## src/rtl/sum_accumulator.sv

```systemverilog
// Burst accumulator for {cout, sum} adder results with valid/ready on both sides.
// Define SUM_ACCUMULATOR_SAT_EN to saturate the total on overflow instead of wrapping.

package sum_accumulator_pkg;
    localparam int unsigned SUM_W  = 16;
    localparam int unsigned WORD_W = SUM_W + 1;

    // One adder result as presented on the input handshake
    typedef struct packed {
        logic             cout;
        logic [SUM_W-1:0] sum;
    } adder_word_t;
endpackage

module sum_accumulator
    import sum_accumulator_pkg::*;
#(
    parameter int unsigned COUNT_W = 4,
    parameter int unsigned ACC_W   = 24
) (
    input  logic               clk,
    input  logic               rst_n,
    input  logic               start,
    input  logic [COUNT_W-1:0] len,
    input  logic               in_valid,
    output logic               in_ready,
    input  logic [SUM_W-1:0]   in_sum,
    input  logic               in_cout,
    output logic               out_valid,
    input  logic               out_ready,
    output logic [ACC_W-1:0]   out_total,
    output logic               out_ovf,
    output logic               busy
);

    localparam int unsigned ADD_W = ACC_W + 1;

    typedef enum logic [1:0] {
        IDLE  = 2'd0,
        ACCUM = 2'd1,
        DONE  = 2'd2
    } state_t;

    state_t             state;
    state_t             state_next;
    logic [ACC_W-1:0]   acc;
    logic [ACC_W-1:0]   acc_next;
    logic               ovf;
    logic               ovf_next;
    logic [COUNT_W-1:0] remaining;
    logic [COUNT_W-1:0] remaining_next;

    adder_word_t        word_c;
    logic [ADD_W-1:0]   add_c;
    logic               in_xfer_c;
    logic               out_xfer_c;

    // Extra top bit of the add captures the accumulator carry-out
    assign word_c     = adder_word_t'({in_cout, in_sum});
    assign add_c      = {1'b0, acc} + ADD_W'(word_c);
    assign in_xfer_c  = in_valid && in_ready;
    assign out_xfer_c = out_valid && out_ready;

    // Next-state and datapath update
    always_comb begin
        state_next     = state;
        acc_next       = acc;
        ovf_next       = ovf;
        remaining_next = remaining;

        case (state)
            IDLE: begin
                if (start) begin
                    acc_next       = '0;
                    ovf_next       = 1'b0;
                    remaining_next = len;
                    state_next     = (len != '0) ? ACCUM : DONE;
                end
            end

            ACCUM: begin
                if (in_xfer_c) begin
`ifdef SUM_ACCUMULATOR_SAT_EN
                    acc_next = add_c[ACC_W] ? '1 : add_c[ACC_W-1:0];
`else
                    acc_next = add_c[ACC_W-1:0];
`endif
                    ovf_next       = ovf | add_c[ACC_W];
                    remaining_next = remaining - COUNT_W'(1);
                    if (remaining == COUNT_W'(1)) begin
                        state_next = DONE;
                    end
                end
            end

            DONE: begin
                if (out_xfer_c) begin
                    state_next = IDLE;
                end
            end

            default: begin
                state_next = IDLE;
            end
        endcase
    end

    // State, datapath and handshake registers
    always_ff @(posedge clk or negedge rst_n) begin
        if (!rst_n) begin
            state     <= IDLE;
            acc       <= '0;
            ovf       <= 1'b0;
            remaining <= '0;
            in_ready  <= 1'b0;
            out_valid <= 1'b0;
            busy      <= 1'b0;
        end else begin
            state     <= state_next;
            acc       <= acc_next;
            ovf       <= ovf_next;
            remaining <= remaining_next;
            in_ready  <= (state_next == ACCUM);
            out_valid <= (state_next == DONE);
            busy      <= (state_next != IDLE);
        end
    end

    assign out_total = acc;
    assign out_ovf   = ovf;

endmodule

```

## config.mk

```make
export PLATFORM = sky130hd
export DESIGN_NAME = sum_accumulator
export DESIGN_NICKNAME = d
export VERILOG_FILES = /design/src/rtl/sum_accumulator.sv
export SDC_FILE = /design/constraint.sdc
export NUM_CORES = 1
export LEC_CHECK = 0
export ABC_AREA = 1
export CORE_ASPECT_RATIO = 0.5
export CORE_UTILIZATION = 47
export DETAILED_ROUTE_END_ITERATION = 10
export PLACE_DENSITY = 0.79
export SLEW_MARGIN = 20
export SYNTH_ARGS = -nofsm -noshare
export SYNTH_HDL_FRONTEND = slang
export SYNTH_SLANG_ARGS = --single-unit
```

## constraint.sdc

```tcl
create_clock -name clk -period 1.7 [get_ports clk]
set_input_delay 0.51 -clock clk [delete_from_list [all_inputs] [get_ports clk]]
set_output_delay 0.51 -clock clk [all_outputs]
set_load 0.1 [all_outputs]
```

# ---- Yosys cells after proc, flatten, opt, wreduce, memory -nomap -nowiden
# Cells that the tools add are included.
dict set report classes {
  n_addsub 2
  mul 0
  div 0
  magnitude_cmp 0
  n_eq_ne 7
  shift 0
  mux 15
  n_bitwise 1
  n_reduce_logical 7
}
# cell count
set ops {}
lappend ops {{$mux W24} 2}
lappend ops {{$pmux W24 S2} 1}
lappend ops {{$add A24 B17 Y25} 1}
lappend ops {{$mux W2} 5}
lappend ops {{$mux W4} 2}
lappend ops {{$pmux W4 S2} 1}
lappend ops {{$pmux W2 S3} 1}
lappend ops {{$eq A2 B1 Y1 const B} 2}
lappend ops {{$eq A2 B2 Y1 const B} 2}
lappend ops {{$eq A4 B1 Y1 const B} 1}
lappend ops {{$ne A2 B2 Y1 const B} 2}
lappend ops {{$reduce_bool A2 Y1} 2}
lappend ops {{$reduce_bool A4 Y1} 1}
lappend ops {{$sub A4 B1 Y4 const B} 1}
lappend ops {{$reduce_and A3 Y1} 1}
lappend ops {{$logic_and A1 B1 Y1} 2}
lappend ops {{$logic_not A2 Y1} 1}
lappend ops {{$mux W1} 2}
lappend ops {{$pmux W1 S2} 1}
lappend ops {{$or A1 B1 Y1} 1}
dict set report totals {
  register_bits 34
  latch_bits 0
  ramBits 0
  rom_bits 0
  in_bits 26
  elab_cells 39
  n_memories 0
}

# ---- Longest topological paths before layout
dict set report depth {
  word_depth 5
  ltp_mapped 12
  mapped_depth_nobuf 12
}

# ---- Least setup slack after synthesis
# Ideal clock, no wire load.
dict set report synth_timing {
  path_type {reg2reg}
  start {reg acc[0], in the netlist out_total[0]}
  end {reg acc[20], in the netlist out_total[20]}
  setup_time_ns 0.124
  arrival_time_ns 2.180
  path_slack_ns -0.603
  stages_incl_launch_ff 11
  path_buffers 0
  synth_period_minus_slack_ns 2.303
  path_cell_list {dfrtp_1 ha_1 fa_1 nand2_1 nand3_1 o21ai_2 inv_1 nand2_1 nand3_2 a21oi_1 nor2_1}
}
dict set report synth_via {
  elab_chain_len 3
}
# item line_no
set synth_lines {}
lappend synth_lines {{start, declared} 46} ;# logic [ACC_W-1:0] acc;
lappend synth_lines {{start signal, assigned} 120} ;# acc <= acc_next;
lappend synth_lines {{$add A24 B17 Y25} 60} ;# assign add_c = {1'b0, acc} + ADD_W'(word_c);
lappend synth_lines {{$mux W24} 82} ;# if (in_xfer_c) begin
lappend synth_lines {{$pmux W24 S2} 71} ;# case (state)
# No other way between the ends. The select of a mux whose other input is x is not followed.
# A chain may end at the register's enable or synchronous reset.

# ---- Final worst setup path
dict set report layout_timing {
  start {reg acc[0], in the netlist out_total[0]}
  end {reg acc[14], in the netlist out_total[14]}
}
# The elaborated chain is that of the path after synthesis.

==> results.md <==
* Status: finished with violations
* Failing checks: negative setup slack
* Iter 0 DRT Violations at 440
* Max-cap violation count at 0
* Max clock buf depth at 2
* Crit Path Class: flop to flop
* Non-Filler Instances at 593
* Pins Over Slew Limit at 0
* Commonest non-fill, non-tap cell in the layout: nand2_1
* Fillers at 209
* Synth area leader: dfrtp_1
* Slowest stage cell, crit path: dfrtp_4
* Reg2reg start: out_total[0]
* Mapped Nets at 441
* Critical path's most frequent cell: nand2_1
* R2R depth at 11
* Total CTS buffers at 5
* Worst VDD drop at 0.00196 V
* DRC at 0
* Post-Route WL at 11900 um
* Die Y at 55.4 um
* Total power at 11.0 mW
* Setup Skew at 0.00528 ns
* Die width at 109 um
* Via count at 3567
* Initial Utilization at 0.488
* Relative slew margins at 0.764
* R2R Setup Slk at -0.28 ns
* Root buffer selected by CTS: clkbuf_16
* GRT overflow at 0
* P_leak at 2.35 nW
* Nets at 565
* Critical Path Max Stage Delay at 0.49 ns
* Critical Path, Cell by Cell: ha_4, fa_2, nand2_2, nand3_2, o21ai_4, o21ai_2, nand2_1, nand2_1, nand2_1, nand3_1, nand2_1
* Most frequent cells in the layout: 107 x nand2_1, 59 x buf_4, 37 x inv_1
* Slew @ Worst Pin at 0.353 ns
* Post-layout min period at 1.98 ns
* TritonRoute pass-1 iters at 5
* Worst Setup End Kind: flop
* Core Util, Final at 0.915
* Wire per inst at 20.1 um
* Post-Syn Instances at 395
* Average size of a mapped cell at 6.79 sq um
* Setup ws final at -0.278 ns
* Synth-to-layout area growth at 87.4%
* Hold Vio Cnt, Final at 0
* RR Endpoint: out_total[14]
* Final GP Congestion at 0.840
* Synth Register Bits at 34
* CP Data Arrival Time at 2.20 ns
* Ys Warns at 0
* Num ports at 54
* Die area at 6030 sq um
* DPL Wire Length at 6770 um
* Period Utilization, post-route at 1.16
* Area after DPL at 4320 sq um
* Final Cell Area at 5030 sq um
* Final TNS setup at -3.82 ns
* Core ar. at 5490 sq um
* Number of global-route vias before repair at 3448
* Clock sinks at 34
* Initial antenna violation count at 0
* H-tree depth at 2
* Hold WS at 0.599 ns
* Layout cells sized above 1 at 0.502
* Synth top area cells: dfrtp_1 32%, nand2_1 19%, ha_1 8.9%
* Row count at 19
* Post-DRT Antenna Nets at 0
* Achievable Freq at 0.506 GHz
* Largest fanout on the critical path at 4
* Startpoint types: flop
* Crit path buf inv count at 0
* RSZ-0062 raised after global routing: yes
* PortBufs at 53
* Yosys cell types at 36
* Clk pin slew, worst setup/hold paths at 0.06 ns
* Sequential area share after synthesis at 0.317
* Hold Crit Class: input pin to asynchronous set/reset pin
* Ant diodes at 0
* Post-synthesis cell area at 2680 sq um
* CP required at 1.92 ns
* Setup slack at placement at -0.640 ns
* Routed vias/inst at 6.02
* CTS tree: done
* Overall routing resource usage at 0.346
* Endpoints failing setup at 22
* Placed cells at 571
* Post-synth top area share at 0.317
* Pwr/cell area at 2190 nW/um^2
* Crit-path leading delay family: simple AND/OR/NAND/NOR gates
* Largest net degree at the start of global routing at 35
* Clk Latency, worst-skew pair at 0.28 ns
* First-pass GRT wire length at 16100 um
[synthesized netlist by cell type]
cell type	number
nor2_2	2
and2_1	3
nor3_2	2
or2_1	1
nor3_1	3
a31oi_1	2
o21bai_1	2
nand3_2	4
nor2_1	41
buf_6	1
a2bb2oi_1	1
nand4_1	2
o21ai_0	16
inv_1	42
o31ai_2	2
xor2_1	1
o211ai_1	1
nand2_2	6
o21ai_1	3
inv_2	2
o21ai_2	1
buf_4	1
ha_1	19
nand3_1	24
fa_1	1
nand2_4	1
o21bai_2	1
nand3b_1	6
nand3_4	1
buf_2	3
nor2_4	1
dfrtp_1	34
o221ai_1	1
nor4_1	1
nand2_1	136
a21oi_1	27
[metal layers]
layer,global-route usage,share of wire
met4,0.124,0.049
met1,0.441,0.37
met2,0.578,0.48
met3,0.0767,0.10
met5,0,0
[where the power goes]
| group | switching [mW] | internal, mW |
|---|---|---|
| clock | 0.375 | 0.581 |
| combinational | 5.08 | 3.38 |
| sequential | 0.379 | 1.24 |
[state kept, by name (all words and copies together) (netlist names)]
name,flops
out_total,24
remaining,4
state,2
busy,1
in_ready,1
out_ovf,1
out_valid,1
[logic make-up after synthesis]
| kind of cell | count (synthesis) | synth area share |
|---|---|---|
| flops | 34 | 0.317 |
| buf+inv | 49 | 0.0742 |
| xor+xnor | 1 | 0.00327 |
| simple gates | 234 | 0.387 |
| fa+ha+maj | 20 | 0.0961 |
| compound gates | 57 | 0.122 |
[layout make-up]
type | instances | area [sq um] | area share
Clock buffer | 6 | 139 | 0.0276
Clock inverter | 2 | 12.5 | 0.00249
Inverter | 44 | 165 | 0.0329
Multi-Input combinational cell | 312 | 2320 | 0.462
Sequential cell | 34 | 920 | 0.183
Tap cell | 73 | 91.3 | 0.0182
Timing Repair Buffer | 122 | 1380 | 0.274
[worst max-delay path by stage]
stage / start / end / slack, ns / depth (start not counted)
after floorplan: out_total[0] / out_total[20] / -0.24 / 10
after global placement: in_sum[0] / out_total[22] / -0.60 / 10
after detailed placement: in_sum[0] / out_total[20] / -0.64 / 11
after CTS: out_total[0] / out_total[20] / -0.19 / 11
after global routing: out_total[0] / out_total[8] / -0.36 / 10
final: out_total[0] / out_total[14] / -0.28 / 11
[repair_timing]
action | 4_1_cts | 5_1_grt
pin swaps | 51 | 31
gates resized for setup | 89 | 52
buffers inserted | 10 | 5
setup endpoints to repair | 23 | 23
hold buffers | 0 | 0
(Power assumes the default switching activity.)
